`src/rtl/kf8259_init_sequencer.sv`:
```
// Purpose: 8259-style command sequencer. It runs the ICW1..ICW4 initialization
//          sequence and decodes the OCW1/OCW2/OCW3 operation words into the
//          mode, mask and command outputs.
// Latency: an accepted write updates the outputs on the clock edge that ends
//          the acceptance cycle (1 cycle).
// Backpressure: none. A strobe may be held for several cycles, but only its
//               first high cycle after a low cycle is accepted.
//
// Ports:
//   clock, reset                       sole clock, synchronous active-high reset
//   internal_data_bus[7:0]             write data (zero when idle)
//   write_initial_command_word_1       ICW1 strobe
//   write_initial_command_word_2_to_4  odd-address strobe (ICW2/3/4 during init)
//   write_operation_control_word_1     odd-address strobe (OCW1 when ready)
//   write_operation_control_word_2/3   OCW2 / OCW3 strobes
//   init_busy .. reinit_pulse          registered mode/command outputs
//
// Build option: define KF8259_CASCADE_EN to latch ICW3 into cascade_config and
// to report the real SNGL bit. Without it, the block is single-chip only:
// cascade_config reads 0x00 and single_mode reads 1.
module kf8259_init_sequencer (
  input  logic       clock,
  input  logic       reset,
  input  logic [7:0] internal_data_bus,
  input  logic       write_initial_command_word_1,
  input  logic       write_initial_command_word_2_to_4,
  input  logic       write_operation_control_word_1,
  input  logic       write_operation_control_word_2,
  input  logic       write_operation_control_word_3,
  output logic       init_busy,
  output logic       level_triggered,
  output logic       single_mode,
  output logic [4:0] vector_base,
  output logic [7:0] cascade_config,
  output logic [4:0] icw4_mode,
  output logic [7:0] interrupt_mask,
  output logic       eoi_pulse,
  output logic       eoi_specific,
  output logic [2:0] eoi_level,
  output logic       rotate_pulse,
  output logic       auto_rotate_mode,
  output logic [2:0] lowest_priority,
  output logic       special_mask_mode,
  output logic       read_isr_select,
  output logic       poll_pulse,
  output logic       reinit_pulse
);

  typedef enum logic [1:0] {
    S_READY = 2'd0,
    S_ICW2  = 2'd1,
    S_ICW3  = 2'd2,
    S_ICW4  = 2'd3
  } state_t;

  state_t     state_q;
  logic       armed_q;      // 1 when every strobe was low in the previous cycle
  logic       busy_q;
  logic       ic4_q;
  logic       sngl_q;
  logic       ltim_q;
  logic [4:0] vb_q;
  logic [4:0] icw4_q;
  logic [7:0] imr_q;
  logic       eoi_q;
  logic       eoi_spec_q;
  logic [2:0] eoi_lvl_q;
  logic       rot_q;
  logic       arot_q;
  logic [2:0] lp_q;
  logic       smm_q;
  logic       risr_q;
  logic       poll_q;
  logic       reinit_q;
`ifdef KF8259_CASCADE_EN
  logic [7:0] cas_q;
`endif

  logic       strobe_any;
  logic       accept;
  logic       odd_wr;
  logic [7:0] d;

  assign d          = internal_data_bus;
  assign strobe_any = write_initial_command_word_1 | write_initial_command_word_2_to_4 |
                      write_operation_control_word_1 | write_operation_control_word_2 |
                      write_operation_control_word_3;
  // armed_q is cleared by reset, so a strobe held through reset release is
  // ignored until it has dropped low at least once.
  assign accept     = strobe_any & armed_q;
  assign odd_wr     = write_initial_command_word_2_to_4 | write_operation_control_word_1;

  always_ff @(posedge clock) begin
    if (reset) begin
      state_q    <= S_READY;
      armed_q    <= 1'b0;
      busy_q     <= 1'b0;
      ic4_q      <= 1'b0;
      sngl_q     <= 1'b0;
      ltim_q     <= 1'b0;
      vb_q       <= 5'd0;
      icw4_q     <= 5'd0;
      imr_q      <= 8'h00;
      eoi_q      <= 1'b0;
      eoi_spec_q <= 1'b0;
      eoi_lvl_q  <= 3'd0;
      rot_q      <= 1'b0;
      arot_q     <= 1'b0;
      lp_q       <= 3'd7;
      smm_q      <= 1'b0;
      risr_q     <= 1'b0;
      poll_q     <= 1'b0;
      reinit_q   <= 1'b0;
`ifdef KF8259_CASCADE_EN
      cas_q      <= 8'h00;
`endif
    end else begin
      armed_q  <= ~strobe_any;
      // Command pulses last for exactly one cycle.
      eoi_q    <= 1'b0;
      rot_q    <= 1'b0;
      poll_q   <= 1'b0;
      reinit_q <= 1'b0;

      if (accept) begin
        if (write_initial_command_word_1) begin
          // ICW1 restarts initialization from any state.
          state_q  <= S_ICW2;
          busy_q   <= 1'b1;
          ic4_q    <= d[0];
          sngl_q   <= d[1];
          ltim_q   <= d[3];
          imr_q    <= 8'h00;
          lp_q     <= 3'd7;
          smm_q    <= 1'b0;
          risr_q   <= 1'b0;
          arot_q   <= 1'b0;
          reinit_q <= 1'b1;
          if (!d[0]) begin
            icw4_q <= 5'd0;
          end
        end else if (odd_wr) begin
          case (state_q)
            S_ICW2: begin
              vb_q <= d[7:3];
              if (!sngl_q) begin
                state_q <= S_ICW3;
              end else if (ic4_q) begin
                state_q <= S_ICW4;
              end else begin
                state_q <= S_READY;
                busy_q  <= 1'b0;
              end
            end
            S_ICW3: begin
              // In a single-chip build the ICW3 slot is still consumed,
              // but its data is dropped.
`ifdef KF8259_CASCADE_EN
              cas_q <= d;
`endif
              if (ic4_q) begin
                state_q <= S_ICW4;
              end else begin
                state_q <= S_READY;
                busy_q  <= 1'b0;
              end
            end
            S_ICW4: begin
              icw4_q  <= d[4:0];
              state_q <= S_READY;
              busy_q  <= 1'b0;
            end
            default: begin
              // S_READY: an odd-address write is OCW1.
              imr_q <= d;
            end
          endcase
        end else if (!busy_q) begin
          if (write_operation_control_word_2) begin
            // The command is selected by D7:5 = {R, SL, EOI}.
            case (d[7:5])
              3'b001: begin
                eoi_q      <= 1'b1;
                eoi_spec_q <= 1'b0;
              end
              3'b011: begin
                eoi_q      <= 1'b1;
                eoi_spec_q <= 1'b1;
                eoi_lvl_q  <= d[2:0];
              end
              3'b101: begin
                eoi_q      <= 1'b1;
                eoi_spec_q <= 1'b0;
                rot_q      <= 1'b1;
              end
              3'b111: begin
                eoi_q      <= 1'b1;
                eoi_spec_q <= 1'b1;
                eoi_lvl_q  <= d[2:0];
                rot_q      <= 1'b1;
              end
              3'b100:  arot_q <= 1'b1;
              3'b000:  arot_q <= 1'b0;
              3'b110:  lp_q   <= d[2:0];
              default: ;  // 010: no operation
            endcase
          end
          if (write_operation_control_word_3) begin
            if (d[1]) risr_q <= d[0];
            if (d[6]) smm_q  <= d[5];
            if (d[2]) poll_q <= 1'b1;
          end
        end
      end
    end
  end

  assign init_busy         = busy_q;
  assign level_triggered   = ltim_q;
  assign vector_base       = vb_q;
  assign icw4_mode         = icw4_q;
  assign interrupt_mask    = imr_q;
  assign eoi_pulse         = eoi_q;
  assign eoi_specific      = eoi_spec_q;
  assign eoi_level         = eoi_lvl_q;
  assign rotate_pulse      = rot_q;
  assign auto_rotate_mode  = arot_q;
  assign lowest_priority   = lp_q;
  assign special_mask_mode = smm_q;
  assign read_isr_select   = risr_q;
  assign poll_pulse        = poll_q;
  assign reinit_pulse      = reinit_q;
`ifdef KF8259_CASCADE_EN
  assign cascade_config    = cas_q;
  assign single_mode       = sngl_q;
`else
  assign cascade_config    = 8'h00;
  assign single_mode       = 1'b1;
`endif

endmodule

```
`config.mk`:
```
export PLATFORM = sky130hd
export DESIGN_NAME = kf8259_init_sequencer
export DESIGN_NICKNAME = d
export VERILOG_FILES = /design/src/rtl/kf8259_init_sequencer.sv
export SDC_FILE = /design/constraint.sdc
export NUM_CORES = 1
export LEC_CHECK = 0
export ABC_AREA = 0
export BUFFER_PORTS_ARGS = -buffer_cell sky130_fd_sc_hd__buf_2
export CORE_ASPECT_RATIO = 0.6
export CORE_MARGIN = 4
export CORE_UTILIZATION = 38
export CTS_CLUSTER_SIZE = 16
export DETAILED_ROUTE_END_ITERATION = 7
export PLACE_DENSITY = 0.6
export RECOVER_POWER = 25
export SYNTH_ARGS = -nofsm -noshare
export SYNTH_HDL_FRONTEND = slang
export SYNTH_SLANG_ARGS = --single-unit
export TNS_END_PERCENT = 1
```
`constraint.sdc`:
```
create_clock -name clock -period 2.17 [get_ports clock]
set_input_delay 0 -clock clock [delete_from_list [all_inputs] [get_ports clock]]
set_output_delay 0 -clock clock [all_outputs]
set_load 0.02 [all_outputs]
```
==> results of run 1 <==
-- how the worst min path moves through the flow --
stage,depth (start not counted),start,end,slack [ns]
2_1_floorplan,1,write_operation_control_word_3,armed_q,0.08
3_3_place_gp,2,internal_data_bus[4],interrupt_mask[4],0.24
3_5_place_dp,2,write_operation_control_word_3,armed_q,0.24
4_1_cts,2,internal_data_bus[2],interrupt_mask[2],0.002
5_1_grt,3,internal_data_bus[3],level_triggered,0.007
6_report,3,internal_data_bus[3],level_triggered,0.003
-- state kept, by name, summed over array words and instances (netlist names), 2 cells and up --
register,flops
eoi_level,3
icw4_mode,5
state_q,2
lowest_priority,3
vector_base,5
interrupt_mask,8
-- cell type report --
class                      instances  area, um^2
clock inverter                     2        12.5
clock buffer                       6        72.6
fill                             498        2460
tap                               63        78.8
sequential                        39         781
inverter                          12        45.0
multi-input combinational        140         891
timing repair buffer              54         270
-- power by group --
group / leakage [nW] / internal [W] / total [W] / switching (W)
registers: 0.314 / 0.000716 / 0.000717 / 0.000000973
clock network: 0.0412 / 0.000225 / 0.000483 / 0.000258
logic: 0.522 / 0.0000250 / 0.000102 / 0.0000768
total: 0.878 / 0.000966 / 0.00130 / 0.000336
-- through the flow --
step / utilization (%) / area [um^2] / power (W) / hold slack [ns]
finish: 46.6 / 2150 / 0.00130 / 0.00320
global route: 46.6 / 2150 / 0.00136 / 0.00695
CTS: 47.1 / 2170 / 0.00132 / 0.00224
detailed placement: 44.6 / 2060 / 0.000831 / 0.244
global placement: 44.6 / 2060 / 0.000831 / 0.244
floorplan: - / 1850 / 0.000803 / 0.0775
-- kinds of logic (layout without fill, tap and decap cells) --
| kind of cell | Yosys count | in the layout | share of synthesized area, % |
|---|---|---|---|
| and+or+nand+nor | 75 | 75 | 22.6 |
| muxes | 8 | 8 | 4.39 |
| other | 2 | 9 | 0.412 |
| AOI/OAI and AO/OA | 48 | 48 | 20.0 |
| buffers and inverters | 37 | 74 | 9.75 |
| DFF | 39 | 39 | 42.8 |
-- critical path, stage by stage, from the launching register on --
cell	delay (ns)
dfxtp_1	0.34
or4b_1	0.68
or4_1	0.47
mux2i_1	0.13
-- placed cells by master, fill, tap and decap left out, types with 3 or more instances in the layout --
| cell | instances |
|---|---|
| conb_1 | 9 |
| nand2_1 | 24 |
| buf_2 | 30 |
| nand2b_1 | 4 |
| clkbuf_8 | 5 |
| a21oi_1 | 8 |
| buf_4 | 3 |
| dfxtp_1 | 39 |
| a211o_1 | 8 |
| a22o_1 | 5 |
| clkbuf_1 | 19 |
| nand3_1 | 11 |
| o21ai_0 | 4 |
| dlygate4sd3_1 | 3 |
| o31ai_1 | 4 |
| nor2_1 | 4 |
| mux2i_1 | 8 |
| inv_1 | 12 |
| a2111oi_0 | 8 |
| nor3_1 | 10 |
| nand4_1 | 3 |
-- layer usage --
metal | global-route usage [%] | vias to the layer above
li1 | - | 830
met1 | 25.5 | 802
met2 | 24.6 | 64
met3 | 5.09 | 5
met4 | 5.33 | 0
met5 | 0 | -
-- timing repair --
| item | 4_1_cts | 5_1_grt |
|---|---|---|
| hold buffers | 3 | 0 |
| endpoints found under the setup margin | 0 | 0 |
| hold endpoints to repair | 4 | 0 |
==> out/summary.txt, run 1 <==
post-synthesis sequential area ratio -> 42.8%
Warnings, synthesis -> 0
global placement routability congestion -> 0.789
final setup violation count -> 0
clock buffer depth -> 2
first-pass GRT wire length -> 8140 um
DRT Pass-1 Iters -> 4
I/O pins -> 58
Leak -> 0.878 nW
Peak Freq -> 579 MHz
Unique masters post-synth -> 42
max-cap violations -> 0
CTS tree -> built
Worst Reg-to-Reg Cells -> 3
clock slew seen by the registers of the worst setup and hold paths -> 0.08 ns
Post-layout nets -> 267
Crit. End Element -> flip-flop
Critical Path Start Type -> flip-flop
GR Overflow Total -> 0
DR top layer -> met4
CP Max Fanout -> 8
Peak VDD IR -> 297 uV
routed wire length -> 4930 um
detailed-route via count -> 1,701
syn_area_per_cell -> 8.72 um^2
# clock sinks -> 39
top_reg_cell synth -> dfxtp_1
vias in the first global route -> 1,607
share of Yosys cell area claimed by the top area cell type -> 42.8%
Post-CTS Setup Bufs -> 0
H-tree depth -> 2
most frequent cells after synthesis -> dfxtp_1 (39), nand2_1 (24), clkbuf_1 (14), inv_1 (12), nand3_1 (11)
Post-synth EDFFs -> 0
Pins Over Slew Limit -> 0
FF-to-FF End -> auto_rotate_mode
Remaining DRCs -> 0
Die Height -> 61.7 um
initial antenna violation count -> 0
Async SR Flop Fraction -> 0%
DRT iter0 DRCs -> 130
worst-margin pin slew -> 0.598 ns
Pwr Density -> 605 nW/um^2
root buf cell -> clkbuf_8
cell with the most instances after synthesis -> dfxtp_1
worst-skew pair later-pin latency -> 0.29 ns
CP Data Required Time -> 2.36 ns
Routed Antenna Nets -> 0
Final Hold Fails -> 0
status -> finished clean
worst slack, placed -> 0.463 ns
largest net degree at the start of global routing -> 36
Critical path origin -> init_busy
drt wl/cell -> 15.6 um
unrepaired setup endpoints after global routing -> no
largest cells by area after synthesis -> dfxtp_1 (43%), nand2_1 (4.9%), mux2i_1 (4.4%), buf_4 (4.1%), a2111oi_0 (3.8%)
r2r startpoint -> init_busy
R2R setup slack -> 0.44 ns
Initial Util -> 39.5%
met3 WL post-DR -> 355 um
crit path kind -> reg2reg
Worst Hold Class -> in2reg
CP Data Arrival Time -> 1.91 ns
GR Util All Layers -> 17.4%
crit path capture -> auto_rotate_mode
Worst Skew -> 0.00549 ns
Worst slew margin -> 60.1%
Final period util -> 79.6%
setup tns final -> 0 ns
num rows -> 19
dpl cells -> 305
die footprint -> 6010 um^2
layout cells sized above 1 -> 17.4%
met2 WL -> 2000 um
# resized after CTS -> 0
mapped cell area -> 1820 um^2
die width -> 97.4 um
synthesized netlist cell count -> 209
vias per cell -> 5.38
Yosys reg bits -> 39
Synth area leader -> dfxtp_1
final worst slack -> 0.443 ns
CTS buffer count -> 5
Core Region -> 4610 um^2
ANT cells -> 0
dpl hpwl -> 3410 um
PortBufs -> 48
non-filler instance count after layout -> 316
Layout area overhead -> 18.0%
Post-Route M1 WL -> 2540 um
minimum clock period -> 1.73 ns
No activity file was read; power rests on OpenSTA's default activity.
==> run 2, diff against run 1 <==
ABC_AREA = 1   (was 0)
clock period = 1.6 ns   (was 2.17 ns; I/O delays follow)
==> run 2 against run 1 <==
- cell count rose by 14%
- critical endpoint is now poll_pulse
- setup slack got worse by 0.39 ns
- flip-flop and latch count did not move
==> out/summary.txt, run 2 <==
grt met2 use -> 24.0% (-0.65 points)
GR Util All Layers -> 17.5% (+0.096 points)
Warnings, synthesis -> 0 (unchanged)
ANT cells -> 0 (unchanged)
Critical Path Start Type -> input port
DRT iter0 DRCs -> 105 (-19%)
detailed-route via count -> 1,712 (+0.65%)
Synth area leader -> dfxtp_1
crit-path cells -> dlygate4sd3_1 > clkbuf_4 > nor2_1 > nand3_1 > nand2_2 > nor4_2 > dlygate4sd3_1
Crit. End Element -> flip-flop
die footprint -> 5750 um^2 (-4.2%)
unrepaired setup endpoints after global routing -> yes
GRT Max-Usage Layer -> met1
commonest non-fill, non-tap cells in the layout -> nand2_1 (60), dfxtp_1 (39), buf_2 (31)
drt wl/cell -> 12.7 um (-18%)
CTS tree -> built
post-synthesis adder-cell area fraction -> 0% (unchanged)
Peak VDD IR -> 441 uV (+48%)
Synth Area in Compound Gates -> 11.4% (-8.7 points)
slowest stage cell, crit path -> dlygate4sd3_1
XOR/XNOR Fraction of Synth Area -> 0% (unchanged)
CP Data Required Time -> 1.79 ns (-0.57 ns)
FILL cells -> 446 (-10%)
Layout area overhead -> 25.2%
multiplexer share of the synthesized area -> 0% (-4.4 points)
commonest non-fill, non-tap cell in the layout -> nand2_1
Synth Area in Simple Gates -> 32.6% (+10 points)
layout cells sized above 1 -> 19.0% (+1.6 points)
worst slack, placed -> 0.399 ns (-0.0643 ns)
cell with the most instances after synthesis -> nand2_1
Final Hold Fails -> 0 (unchanged)
crit path kind -> in2reg
Unique masters post-synth -> 27 (-36%)
worst-skew pair later-pin latency -> 0.30 ns (about the same)
delay-heaviest family, CP -> buffers and inverters
CTS buffer count -> 5 (unchanged)
initial antenna violation count -> 0 (unchanged)
die width -> 95.3 um (-2.2%)
first-pass GRT wire length -> 7670 um (-5.7%)
mapped cell area -> 1740 um^2 (-4.7%)
Peak Freq -> 648 MHz
largest cells by area after synthesis -> dfxtp_1 (45%), nand2_1 (13%), nand3_1 (6.3%), a21oi_1 (6.1%), nor2_1 (5.6%)
GR Layer Usage met3 -> 4.46% (-0.63 points)
buffers and inverters on the worst path -> 3 (+3)
Async SR Flop Fraction -> 0% (unchanged)
Worst Skew -> 0.00504 ns (-0.000446 ns)
Psw -> 0.000469 W (+40%)
root buf cell -> clkbuf_8
# clock sinks -> 39 (unchanged)
Post-synth EDFFs -> 0 (unchanged)
final worst slack -> 0.0559 ns (-0.388 ns)
routed wire length -> 4590 um (-7.0%)
post-synthesis sequential area ratio -> 45.0% (+2.1 points)
vias in the first global route -> 1,596 (-0.68%)
CP most frequent cell -> dlygate4sd3_1
Routed Antenna Nets -> 0 (unchanged)
CP Max Fanout -> 7 (-1)
max-cap violations -> 0 (unchanged)
DRT Pass-1 Iters -> 4 (unchanged)
Pins Over Slew Limit -> 0 (unchanged)
vias per cell -> 4.76 (-12%)
syn_area_per_cell -> 7.24 um^2 (-17%)
most frequent cells after synthesis -> nand2_1 (60), dfxtp_1 (39), nor2_1 (26), nand3_1 (22), a21oi_1 (21)
dpl hpwl -> 3500 um (+2.6%)
H-tree depth -> 2 (unchanged)
Initial Util -> 40.8% (+1.3 points)
met1 Track Usage GR -> 26.0% (+0.47 points)
largest family of logic cells by synthesized area -> simple AND/OR/NAND/NOR gates
Core Region -> 4260 um^2 (-7.7%)
clock power share -> 39.5% (+2.4 points)
num rows -> 18 (-1)
share of Yosys cell area claimed by the top area cell type -> 45.0% (+2.1 points)
Die Height -> 60.4 um (-2.1%)
final setup violation count -> 0 (unchanged)
Net Sw Frac -> 24.9% (-0.90 points)
top_reg_cell synth -> dfxtp_1
I/O pins -> 58 (unchanged)
Int Power -> 0.00141 W (+46%)
Seq pwr share -> 51.7% (-3.4 points)
GR Overflow Total -> 0 (unchanged)
Leak -> 0.950 nW (+8.2%)
largest net degree at the start of global routing -> 18 (-50%)
Remaining DRCs -> 0 (unchanged)
status -> finished clean
CP Data Arrival Time -> 1.73 ns (-0.18 ns)
Logic pwr share -> 8.8% (+1.0 points)
clock slew seen by the registers of the worst setup and hold paths -> 0.08 ns (about the same)
clock buffer depth -> 2 (unchanged)
placed inst area -> 2000 um^2 (-2.7%)
minimum clock period -> 1.54 ns
max reg flops -> 8 (unchanged)
global placement routability congestion -> 0.866 (+9.7%)
synthesized netlist cell count -> 240 (+15%)
PortBufs -> 48 (unchanged)
slowest stage delay, CP -> 0.54 ns (-0.14 ns)
Post-layout nets -> 314 (+18%)
Post-CTS Setup Bufs -> 0 (unchanged)
final instance area -> 2170 um^2 (+1.1%)
Pwr Density -> 866 nW/um^2 (+43%)
Worst Hold Class -> in2reg
Yosys reg bits -> 39 (unchanged)
Final period util -> 96.5%
[run 2: final cells by class]
class	count	area (um^2)	share of cell area (%)
multi-input cells	170	803	36.9
flip-flops and latches	39	781	35.9
repair buffers	58	318	14.6
clock buffers	7	96.3	4.43
inverters	25	93.8	4.32
well taps	60	75.1	3.45
clock inverters	1	7.51	0.345
[run 2: timing repair]
action,CTS,global route
hold buffers,8,0
endpoints found under the setup margin,0,2
hold endpoints to repair,10,0
gates resized for setup,0,2
[run 2: tightest hold or removal path, cell delays in order]
cell and delay, ns:
buf_2 0.14, nand2_1 0.07, a21oi_1 0.05
[run 2: kinds of logic after synthesis]
kind of cell,count (synthesis)
flops,39
simple gates,123
buf+inv,38
compound gates,38
other cells,2
[run 2: layer usage]
| metal | routed length (um) | part of all wire (%) |
|---|---|---|
| met1 | 2290 | 50 |
| met2 | 1860 | 40 |
| met3 | 391 | 8.5 |
| met4 | 48 | 1.0 |
| met5 | 0 | 0 |
[run 2: power groups by stage]
stage                     logic, W  clock network, W  registers [W]
after floorplan           0.000108                 0        0.00100
after global placement    0.000148                 0       0.000997
after detailed placement  0.000148                 0       0.000997
after CTS                 0.000161          0.000763       0.000974
after global routing      0.000183          0.000794       0.000975
final                     0.000165          0.000744       0.000974
[run 2: worst paths after layout]
check | to | startpoint | slack (ns) | cells past startpoint
setup reg to reg | poll_pulse | init_busy | 0.21 | 4
hold / removal | interrupt_mask[1] | internal_data_bus[1] | 0.01 | 3
setup / recovery | poll_pulse | write_initial_command_word_1 | 0.06 | 7
hold reg to reg | interrupt_mask[6] | interrupt_mask[6] | 0.46 | 2
[run 2: per-stage QoR]
stage / hold WS, ns / power [W] / utilization, % / setup TNS (ns) / cells
6_report: 0.0109 / 0.00188 / 51.1 / 0 / 360
4_1_cts: 0.00380 / 0.00190 / 51.4 / 0 / 360
3_5_place_dp: 0.280 / 0.00114 / 47.0 / 0 / 344
5_1_grt: 0.0182 / 0.00195 / 51.1 / -0.0321 / 360
2_1_floorplan: 0.0778 / 0.00111 / - / 0 / 247
3_3_place_gp: 0.269 / 0.00115 / 47.0 / 0 / 344
